File: config.mk
export PLATFORM = sky130hd
export DESIGN_NAME = vga_timing_monitor
export DESIGN_NICKNAME = d
export VERILOG_FILES = /design/src/rtl/vga_timing_monitor.sv
export SDC_FILE = /design/constraint.sdc
export NUM_CORES = 1
export LEC_CHECK = 0
export ABC_CLOCK_PERIOD_IN_PS = 9650
export BUFFER_PORTS_ARGS = -buffer_cell sky130_fd_sc_hd__buf_2
export CAP_MARGIN = 20
export CORE_ASPECT_RATIO = 1.4
export CORE_MARGIN = 2
export CORE_UTILIZATION = 40
export DETAILED_ROUTE_END_ITERATION = 16
export PLACE_DENSITY = 0.67
export SYNTH_ARGS = -nofsm -noshare
export SYNTH_HDL_FRONTEND = slang
export SYNTH_SLANG_ARGS = --single-unit
File: constraint.sdc
create_clock -name clock -period 9.65 [get_ports clock]
set_input_delay 1.4475 -clock clock [delete_from_list [all_inputs] [get_ports clock]]
set_output_delay 1.4475 -clock clock [all_outputs]
set_load 0.05 [all_outputs]
File: src/rtl/vga_timing_monitor.sv
// Receive-side VGA timing checker: measures line/frame geometry from Hs/Vs/Blank,
// compares it with the expected mode, tracks lock and sums active pixels per frame.
module vga_timing_monitor #(
    parameter int unsigned H_TOTAL     = 104,
    parameter int unsigned H_ACTIVE    = 80,
    parameter int unsigned HS_WIDTH    = 12,
    parameter int unsigned V_TOTAL     = 88,
    parameter int unsigned V_ACTIVE    = 60,
    parameter int unsigned VS_WIDTH    = 4,
    parameter int unsigned LOCK_FRAMES = 2,
    parameter int unsigned TIMEOUT     = 4096
) (
    input  logic        clock,
    input  logic        reset_n,
    input  logic        Hs,
    input  logic        Vs,
    input  logic        Blank,
    input  logic [1:0]  R,
    input  logic [1:0]  G,
    input  logic [1:0]  B,
    output logic [15:0] h_total,
    output logic [15:0] h_active,
    output logic [15:0] hs_width,
    output logic [15:0] v_total,
    output logic [15:0] v_active,
    output logic [15:0] vs_width,
    output logic [23:0] checksum,
    output logic        frame_done,
    output logic        mismatch,
    output logic        timeout,
    output logic        locked
);

    typedef enum logic [1:0] {SEARCH = 2'd0, MEASURE = 2'd1, LOCKED = 2'd2} state_t;

    state_t      r_state, w_state_n;
    logic [3:0]  r_match, w_match_n, w_match_inc;

    logic        r_s_hs, r_s_vs, r_s_blank, r_d_hs, r_d_vs;
    logic [5:0]  r_s_pix;
    logic [15:0] r_hc, r_ha, r_hw, r_vc, r_va, r_vw;
    logic [23:0] r_acc;

    logic        w_hs_edge, w_vs_edge, w_fd, w_to, w_mism;
    logic [15:0] w_line_total, w_vc_n, w_va_n, w_vw_n;
    logic [15:0] w_last_ht, w_last_ha, w_last_hw;
    logic [23:0] w_acc_n;

    function automatic logic [15:0] sat_inc(input logic [15:0] v, input logic en);
        return (en && v != 16'hFFFF) ? v + 16'd1 : v;
    endfunction

    // A saturated measurement is never a valid match, whatever the parameter.
    function automatic logic off(input logic [15:0] v, input int unsigned p);
        return (v != p[15:0]) || (&v);
    endfunction

    always_ff @(posedge clock or negedge reset_n) begin
        if (!reset_n) begin
            r_s_hs    <= 1'b0;
            r_s_vs    <= 1'b0;
            r_s_blank <= 1'b0;
            r_s_pix   <= '0;
            r_d_hs    <= 1'b0;
            r_d_vs    <= 1'b0;
        end else begin
            r_s_hs    <= Hs;
            r_s_vs    <= Vs;
            r_s_blank <= Blank;
            r_s_pix   <= {R, G, B};
            r_d_hs    <= r_s_hs;
            r_d_vs    <= r_s_vs;
        end
    end

    assign w_hs_edge    = r_d_hs & ~r_s_hs;
    assign w_vs_edge    = r_d_vs & ~r_s_vs;
    assign w_line_total = sat_inc(r_hc, 1'b1);
    assign w_vc_n       = sat_inc(r_vc, w_hs_edge);
    assign w_va_n       = sat_inc(r_va, w_hs_edge && (r_ha != '0));
    assign w_vw_n       = sat_inc(r_vw, w_hs_edge && !r_s_vs);
    assign w_acc_n      = r_acc + (r_s_blank ? {18'd0, r_s_pix} : 24'd0);

    // A line closing in the Vs-edge cycle is the latest completed line for the check.
    assign w_last_ht = w_hs_edge ? w_line_total : h_total;
    assign w_last_ha = w_hs_edge ? r_ha : h_active;
    assign w_last_hw = w_hs_edge ? r_hw : hs_width;

    assign w_mism = off(w_last_ht, H_TOTAL)  | off(w_last_ha, H_ACTIVE) |
                    off(w_last_hw, HS_WIDTH) | off(w_vc_n, V_TOTAL)     |
                    off(w_va_n, V_ACTIVE)    | off(w_vw_n, VS_WIDTH);
    assign w_fd   = w_vs_edge && (r_state != SEARCH);
    assign w_to   = (r_hc == 16'(TIMEOUT)) && !w_hs_edge;

    always_ff @(posedge clock or negedge reset_n) begin
        if (!reset_n) begin
            r_hc     <= '0;
            r_ha     <= '0;
            r_hw     <= '0;
            h_total  <= '0;
            h_active <= '0;
            hs_width <= '0;
        end else if (w_hs_edge) begin
            h_total  <= w_line_total;
            h_active <= r_ha;
            hs_width <= r_hw;
            r_hc     <= '0;
            r_ha     <= {15'd0, r_s_blank};
            r_hw     <= {15'd0, ~r_s_hs};
        end else begin
            r_hc <= sat_inc(r_hc, 1'b1);
            r_ha <= sat_inc(r_ha, r_s_blank);
            r_hw <= sat_inc(r_hw, ~r_s_hs);
        end
    end

    always_ff @(posedge clock or negedge reset_n) begin
        if (!reset_n) begin
            r_vc     <= '0;
            r_va     <= '0;
            r_vw     <= '0;
            r_acc    <= '0;
            v_total  <= '0;
            v_active <= '0;
            vs_width <= '0;
            checksum <= '0;
        end else if (w_vs_edge) begin
            v_total  <= w_vc_n;
            v_active <= w_va_n;
            vs_width <= w_vw_n;
            checksum <= w_acc_n;
            r_vc     <= '0;
            r_va     <= '0;
            r_vw     <= '0;
            r_acc    <= '0;
        end else begin
            r_vc  <= w_vc_n;
            r_va  <= w_va_n;
            r_vw  <= w_vw_n;
            r_acc <= w_acc_n;
        end
    end

    always_comb begin
        w_state_n   = r_state;
        w_match_n   = r_match;
        w_match_inc = r_match + 4'd1;
        case (r_state)
            SEARCH: begin
                if (w_vs_edge) begin
                    w_state_n = MEASURE;
                    w_match_n = '0;
                end
            end
            MEASURE: begin
                if (w_fd) begin
                    if (w_mism) begin
                        w_match_n = '0;
                    end else begin
                        w_match_n = w_match_inc;
                        if (w_match_inc == 4'(LOCK_FRAMES)) w_state_n = LOCKED;
                    end
                end
            end
            LOCKED: begin
                if (w_fd && w_mism) begin
                    w_state_n = SEARCH;
                    w_match_n = '0;
                end
            end
            default: w_state_n = SEARCH;
        endcase
        if (w_to) begin
            w_state_n = SEARCH;
            w_match_n = '0;
        end
    end

    always_ff @(posedge clock or negedge reset_n) begin
        if (!reset_n) begin
            r_state    <= SEARCH;
            r_match    <= '0;
            frame_done <= 1'b0;
            mismatch   <= 1'b0;
            timeout    <= 1'b0;
            locked     <= 1'b0;
        end else begin
            r_state    <= w_state_n;
            r_match    <= w_match_n;
            frame_done <= w_fd;
            mismatch   <= w_fd & w_mism;
            timeout    <= w_to;
            locked     <= (r_state == LOCKED);
        end
    end

endmodule

# --- Yosys cells after proc, flatten, opt, wreduce, memory -nomap -nowiden ---
# Cells that the tools add are included.
word_totals:
  reg_bits: 261
  in_bits: 11
  output_inout_bits: 124
classes:
  add_sub_neg: 8
  n_eq_ne: 21
  n_mux: 30
  bitwise: 10
  reduce_logical: 32
op_table:
  columns: ["cell", "n"]
  rows:
  - ["16-bit two-way mux", 15]
  - ["16-bit by 1-bit adder with 16-bit output, second input constant", 6]
  - ["16-bit inequality test, second input constant", 6]
  - ["16-bit AND reduction", 6]
  - ["16-bit by 7-bit inequality test with 1-bit output, second input constant", 3]
  - ["24-bit by 6-bit adder with 24-bit output", 1]
  - ["24-bit two-way mux", 1]
  - ["4-bit two-way mux", 5]
  - ["16-bit by 13-bit == test with 1-bit output, second input constant", 1]
  - ["16-bit by 3-bit inequality test with 1-bit output, second input constant", 1]
  - ["16-bit by 4-bit inequality test with 1-bit output, second input constant", 1]
  - ["16-bit by 6-bit inequality test with 1-bit output, second input constant", 1]
  - ["16-bit nonzero test", 1]
  - ["3-bit inequality test, second input constant", 5]
  - ["2-bit two-way mux", 6]
  - ["4-bit one-hot mux with 3 select lines", 1]
  - ["1-bit logical AND", 10]
  - ["1-bit logical OR", 6]
  - ["6-bit two-way mux", 1]
  - ["2-bit one-hot mux with 3 select lines", 1]
  - ["2-bit nonzero test", 3]
  - ["1-bit OR", 5]
  - ["5-bit AND reduction", 1]
  - ["4-bit by 1-bit adder with 4-bit output, second input constant", 1]
  - ["9 further kinds", 13]

# --- Logic depth before layout (Yosys ltp) ---
logic_depth:
  word_depth: 14
  depth_mapped: 12

# --- Worst setup path after synthesis ---
# OpenSTA, ideal clock, no wires.
synth_path:
  path_kind: "reg-to-reg"
  start: "register r_ha[2]"
  end: "register r_match[2]"
  arrival_time_ns: 3.076
  required_time_ns: 9.554
  slack_ns: 6.478
  path_stages_with_launch: 11
  cell_sequence: "dfrtp_1 > or4_4 > or4_1 > buf_2 > a311oi_2 > a41oi_1 > nor4b_2 > nand3_2 > o41ai_1 > a221oi_1 > o31ai_1"
synth_via:
  elab_chain_cells: 12
  word_cells_on_any_way: 23
  classes_between: "eq/ne: 3; mux: 6; bitwise: 5; reduce/logical: 9"
synth_lines:
  columns: ["element", "line", "rtl"]
  rows:
  - ["from (decl)", "41", "logic [15:0] r_hc, r_ha, r_hw, r_vc, r_va, r_vw;"]
  - ["from (signal assigned)", "108", "r_ha <= {15'd0, r_s_blank};"]
  - ["from (signal assigned)", "112", "r_ha <= sat_inc(r_ha, r_s_blank);"]
  - ["16-bit nonzero test / 16-bit two-way mux (equally long branches)", null, null]
  - ["1-bit logical AND (tied with other cells)", "80", "assign w_va_n = sat_inc(r_va, w_hs_edge && (r_ha != '0));"]
  - ["1-bit logical AND / 1-bit logical OR (equally long branches)", "50, 55", null]
  - ["16-bit two-way mux / 1-bit OR (equally long branches)", "50, 89", null]
  - ["16-bit by 6-bit inequality test with 1-bit output (tied with other cells)", "55", "return (v != p[15:0]) || (&v);"]
  - ["1-bit logical OR / 1-bit OR (equally long branches)", "55, 90", null]
  - ["1-bit OR *", "90", "off(w_last_hw, HS_WIDTH) | off(w_vc_n, V_TOTAL) |"]
  - ["1-bit OR *", "91", "off(w_va_n, V_ACTIVE) | off(w_vw_n, VS_WIDTH);"]
  - ["4-bit two-way mux", "157", "if (w_mism) begin"]
  - ["4-bit two-way mux", "156", "if (w_fd) begin"]
  - ["4-bit one-hot mux with 3 select lines", "148", "case (r_state)"]
  - ["4-bit two-way mux", "173", "if (w_to) begin"]
  - ["to (signal assigned)", "189", "r_match <= w_match_n;"]
  - ["to (decl)", "37", "logic [3:0] r_match, w_match_n, w_match_inc;"]
# Mark *: on every way between the ends. The rest lies on a longest branch, timed or not. The select of a mux whose other input is x is not followed.
# A chain may end at the register's enable or synchronous reset.

# --- Worst setup path in the final report ---
layout_path:
  start: "register r_d_hs"
  end: "register r_match[2]"
layout_via:
  elab_chain_cells: 13
  word_cells_on_any_way: 47
  classes_between: "eq/ne: 9; mux: 10; bitwise: 6; reduce/logical: 22"
layout_lines:
  columns: ["element", "line", "rtl"]
  rows:
  - ["from (decl)", "39", "logic r_s_hs, r_s_vs, r_s_blank, r_d_hs, r_d_vs;"]
  - ["from (signal assigned)", "71", "r_d_hs <= r_s_hs;"]
  - ["1-bit AND *", "76", "assign w_hs_edge = r_d_hs & ~r_s_hs;"]
  - ["16-bit two-way mux", null, null]
  - ["16-bit by 7-bit inequality test with 1-bit output / 16-bit AND reduction (equally long branches)", "55", null]
  - ["1-bit logical OR", "55", null]
  - ["1-bit OR (2 in series)", "89", "assign w_mism = off(w_last_ht, H_TOTAL) | off(w_last_ha, H_ACTIVE) |"]
  - ["1-bit OR (2 in series)", "90", null]
  - ["1-bit OR", "91", null]
  - ["4-bit two-way mux", "157", null]
  - ["4-bit two-way mux", "156", null]
  - ["4-bit one-hot mux with 3 select lines", "148", null]
  - ["4-bit two-way mux", "173", null]
# Marked as above.

==> report_table.html <==
<table>
<tr><th>Metric</th><th>Value</th></tr>
<tr><th colspan="2">Run status</th></tr>
<tr><td>Run status</td><td>completed</td></tr>
<tr><th colspan="2">Clocking</th></tr>
<tr><td>Sinks on the clock net</td><td>261</td></tr>
<tr><td>Number of gates resized after cts</td><td>0</td></tr>
<tr><td>Root Buffer</td><td>sky130_fd_sc_hd__clkbuf_16</td></tr>
<tr><td>Number of CTS-inserted buffers</td><td>26</td></tr>
<tr><td>CTS tree</td><td>done</td></tr>
<tr><td>Number of setup buffers added after CTS</td><td>0</td></tr>
<tr><td>Clock-pin transition on the worst setup and hold timing paths</td><td>60 ps</td></tr>
<tr><td>Max Buffers Root-to-Sink</td><td>3</td></tr>
<tr><td>Number of buffers inserted for hold repair after clock tree synthesis</td><td>0</td></tr>
<tr><td>Clock latency at the later pin of the worst-skew pair</td><td>540 ps</td></tr>
<tr><td>Htree depth</td><td>1</td></tr>
<tr><th colspan="2">Worst setup path</th></tr>
<tr><td>Count of cell instances traversed by the critical path</td><td>10</td></tr>
<tr><td>Crit Path Category</td><td>flop to flop</td></tr>
<tr><td>Number of cells on the worst reg-to-reg path</td><td>10</td></tr>
<tr><td>Slowest cell on the critical path</td><td>sky130_fd_sc_hd__o41ai_1</td></tr>
<tr><td>Setup crit start</td><td>r_d_hs$_DFF_PN0_</td></tr>
<tr><td>Data required time at the worst endpoint</td><td>10100 ps</td></tr>
<tr><td>List of cells traversed by the critical path</td><td>nor2b_4 &gt; buf_4 &gt; nand3_1 &gt; o31ai_1 &gt; o211ai_1 &gt; nor4bb_1 &gt; nand4_1 &gt; o41ai_1 &gt; a221oi_1 &gt; o31ai_1</td></tr>
<tr><td>Dominant delay contributor by cell family on the critical path</td><td>compound AO/OA/AOI/OAI gates</td></tr>
<tr><td>Cell occurring most often along the worst timing path</td><td>sky130_fd_sc_hd__o31ai_1</td></tr>
<tr><td>Worst-case register-to-register setup slack</td><td>5890 ps</td></tr>
<tr><td>Slowest stage delay, CP</td><td>610 ps</td></tr>
<tr><td>Element type at the critical path end</td><td>flop</td></tr>
<tr><td>Number of buffers and inverters on the critical path</td><td>1</td></tr>
<tr><td>Startpoint type of the worst setup path</td><td>flop</td></tr>
<tr><td>Largest fanout on the critical path</td><td>39</td></tr>
<tr><td>Worst flop-to-flop path endpoint</td><td>r_match[2]$_DFFE_PN0P_</td></tr>
<tr><td>Reg-to-reg critical path startpoint</td><td>r_d_hs$_DFF_PN0_</td></tr>
<tr><td>Crit path arrival time</td><td>4210 ps</td></tr>
<tr><th colspan="2">Synthesis</th></tr>
<tr><td>Count of state elements after synthesis</td><td>261</td></tr>
<tr><td>Post-synthesis cell area</td><td>0.0122 mm2</td></tr>
<tr><td>Mean area per synthesized cell</td><td>9.42 um2</td></tr>
<tr><td>Cell accounting for the most synthesized area</td><td>sky130_fd_sc_hd__dfrtp_1</td></tr>
<tr><td>Post-synth EDFFs</td><td>0</td></tr>
<tr><td>Distinct cells, synth</td><td>71</td></tr>
<tr><td>Leading register cell type out of synthesis</td><td>sky130_fd_sc_hd__dfrtp_1</td></tr>
<tr><td>Most frequent cell after synthesis</td><td>sky130_fd_sc_hd__dfrtp_1</td></tr>
<tr><td>Share of Yosys cell area claimed by the top area cell type</td><td>53.5%</td></tr>
<tr><td>Ys async rst share</td><td>100%</td></tr>
<tr><td>Post-Synthesis Cells</td><td>1297</td></tr>
<tr><td>Synthesized net count</td><td>1325</td></tr>
<tr><td>Cells taking the most area after synthesis</td><td>sky130_fd_sc_hd__dfrtp_1, sky130_fd_sc_hd__nand2_1, sky130_fd_sc_hd__nor2_1, sky130_fd_sc_hd__o21ai_0, sky130_fd_sc_hd__xnor2_1</td></tr>
<tr><td>Leading post-synthesis cells by instance count</td><td>sky130_fd_sc_hd__dfrtp_1, sky130_fd_sc_hd__nand2_1, sky130_fd_sc_hd__nor2_1, sky130_fd_sc_hd__o21ai_0, sky130_fd_sc_hd__clkbuf_1</td></tr>
<tr><td>Sequential-to-total area share from yosys stat</td><td>53.5%</td></tr>
<tr><td>Number of warnings issued by yosys</td><td>0</td></tr>
<tr><th colspan="2">Floorplanning</th></tr>
<tr><td>Floorplan row count</td><td>75</td></tr>
<tr><td>Count of boundary I/O pins</td><td>135</td></tr>
<tr><td>Initial Util</td><td>40.7%</td></tr>
<tr><td>Floorplan die area</td><td>0.0320 mm2</td></tr>
<tr><td>Area of the placeable core</td><td>0.0300 mm2</td></tr>
<tr><td>Die H</td><td>211 um</td></tr>
<tr><td>Die span in x</td><td>152 um</td></tr>
<tr><th colspan="2">Power</th></tr>
<tr><td>Share of power burned in registers</td><td>46.7%</td></tr>
<tr><td>Share of total power in the clock network</td><td>36.8%</td></tr>
<tr><td>Leakage component of the power</td><td>6.65 nW</td></tr>
<tr><td>Logic gate share of total power</td><td>16.4%</td></tr>
<tr><td>Cell Int Power</td><td>1.85 mW</td></tr>
<tr><td>Switch Pwr</td><td>822 uW</td></tr>
<tr><td>Pwr/cell area</td><td>190 mW/mm2</td></tr>
<tr><td>Total power after layout</td><td>2.67 mW</td></tr>
<tr><td>Switching Share</td><td>30.8%</td></tr>
<tr><td>Peak supply drop</td><td>0.153 mV</td></tr>
<tr><th colspan="2">Drt</th></tr>
<tr><td>DRT Wirelength</td><td>30600 um</td></tr>
<tr><td>DR iter-0 viols</td><td>641</td></tr>
<tr><td>Mean routed wirelength per cell</td><td>16.9 um</td></tr>
<tr><td>Post-route DRC</td><td>0</td></tr>
<tr><td>Overall via count from detail_route</td><td>9618</td></tr>
<tr><td>First-pass iteration count of the detailed router</td><td>7</td></tr>
<tr><td>Remaining antenna violation count</td><td>0</td></tr>
<tr><td>Average via count per standard cell</td><td>5.32</td></tr>
<tr><th colspan="2">Min path</th></tr>
<tr><td>Worst min-delay path class</td><td>flop to flop</td></tr>
<tr><td>Worst Hold Path EP</td><td>vs_width[7]$_DFFE_PN0P_</td></tr>
<tr><td>Worst Min Path Start</td><td>vs_width[7]$_DFFE_PN0P_</td></tr>
<tr><td>Worst hold path stage count</td><td>2</td></tr>
<tr><th colspan="2">Place</th></tr>
<tr><td>RePlAce Congestion</td><td>0.921</td></tr>
<tr><td>HPWL Detailed</td><td>21700 um</td></tr>
<tr><td>DP Worst Slack</td><td>5920 ps</td></tr>
<tr><td>Total of buffers placed on input and output ports</td><td>134</td></tr>
<tr><td>Number of cells after detailed placement</td><td>1760</td></tr>
<tr><th colspan="2">STA</th></tr>
<tr><td>Final period util</td><td>38.9%</td></tr>
<tr><td>Slew of the pin with the lowest slew margin</td><td>1010 ps</td></tr>
<tr><td>Worst setup slack after layout</td><td>5890 ps</td></tr>
<tr><td>Final period demand of the worst path</td><td>3760 ps</td></tr>
<tr><td>Final Max Tran Viols</td><td>0</td></tr>
<tr><td>Worst-case clock skew</td><td>10.9 ps</td></tr>
<tr><td>Max Clk Rate</td><td>266 MHz</td></tr>
<tr><td>Final setup viols</td><td>0</td></tr>
<tr><td>Final sum of negative setup slack</td><td>0 ps</td></tr>
<tr><td>Unrepaired setup endpoints after global routing</td><td>false</td></tr>
<tr><td>Final Hold Fails</td><td>0</td></tr>
<tr><td>Slew Limit Headroom</td><td>32.6%</td></tr>
<tr><td>Hold WS</td><td>474 ps</td></tr>
<tr><th colspan="2">Cells and area</th></tr>
<tr><td>Leading registers by flop count</td><td>checksum: 24 flops, r_acc: 24 flops</td></tr>
<tr><td>N_diodes</td><td>0</td></tr>
<tr><td>Post-layout nets</td><td>1431</td></tr>
<tr><td>Fraction of layout instances using a drive strength above 1</td><td>14.7%</td></tr>
<tr><td>Final cell count without fillers</td><td>1807</td></tr>
<tr><td>Synthesis-to-layout area growth</td><td>15.1%</td></tr>
<tr><th colspan="2">Global route</th></tr>
<tr><td>Number of antenna violations at the first check in global routing</td><td>0</td></tr>
<tr><td>Largest net degree at the start of global routing</td><td>130</td></tr>
<tr><td>Vias in the first global route</td><td>9393</td></tr>
<tr><td>Global route total overflow</td><td>0</td></tr>
<tr><td>GRT Overall Usage</td><td>19.2%</td></tr>
<tr><td>Global-route wire length before repair</td><td>49000 um</td></tr>
<tr><th colspan="2">Run</th></tr>
<tr><td>Reported max-cap violation count</td><td>0</td></tr>
</table>
## cell usage in the layout, fill, tap and decap left out, drive strengths merged, types with 6 or more instances in the layout
cell	n
clkbuf	38
and2	14
nor2	162
nand2	239
or3	9
and4	11
nand3	40
xor2	44
nor4	33
or2	6
mux2i	14
nor3	28
nand4	41
o21ai	102
inv	22
and3	16
ha	16
a21oi	19
clkinv	7
nand2b	9
dfrtp	261
nor2b	8
xnor2	50
or4	14
buf	143
## layer usage
layer  GRT usage (%)  share of wire (%)  wire length (um)
met1            23.9                 41             12500
met2            32.9                 50             15400
met3            3.11                4.7              1420
met4            8.14                4.0              1220
met5               0                  0                 0
## final cells by class
class	instances	area (um2)
fillers	2900	16000
flip-flops and latches	261	6530
multi-input cells	950	5390
clock buffers	38	777
repair buffers	143	748
well taps	385	482
inverters	21	78.8
clock inverters	9	51.3
## cells by family (layout without fill, tap and decap cells)
kind of cell	after synthesis	count (layout)	share of synthesized area (%)
AO/OA/AOI/OAI	176	176	8.67
multiplexers	15	15	1.24
flip-flops	261	261	53.5
AND/OR/NAND/NOR	648	648	25.4
XOR/XNOR	94	94	6.74
adder cells (fa/ha/maj)	17	17	1.80
buffers and inverters	86	211	2.65
## worst max-delay path by stage
stage,end
finish,r_match[2]$_DFFE_PN0P_
global route,r_match[0]$_DFFE_PN0P_
CTS,r_match[2]$_DFFE_PN0P_
detailed placement,r_match[2]$_DFFE_PN0P_
global placement,r_match[2]$_DFFE_PN0P_
floorplan,r_match[2]$_DFFE_PN0P_
## per-stage QoR
stage	util [%]	cell area [um2]
after detailed placement	44.1	13200
after floorplan	-	12200
final	46.8	14100
after global placement	44.1	13200
after global routing	46.8	14100
after CTS	46.8	14100
## worst register-to-register path: cells and delay by family (launching register included)
| kind | cells | cell delay [ps] |
|---|---|---|
| buf+inv | 1 | 400 |
| compound gates | 5 | 1770 |
| flops | 1 | 470 |
| simple gates | 4 | 1030 |
## power by group through the flow
stage / Sequential [mW] / Clock [mW] / Combinational [mW]
floorplan: 1.38 / 0 / 0.194
global placement: 1.26 / 0 / 0.438
detailed placement: 1.27 / 0 / 0.442
CTS: 1.25 / 1.02 / 0.445
global route: 1.26 / 1.06 / 0.480
finish: 1.25 / 0.984 / 0.439
No activity file was read; power rests on OpenSTA's default activity.
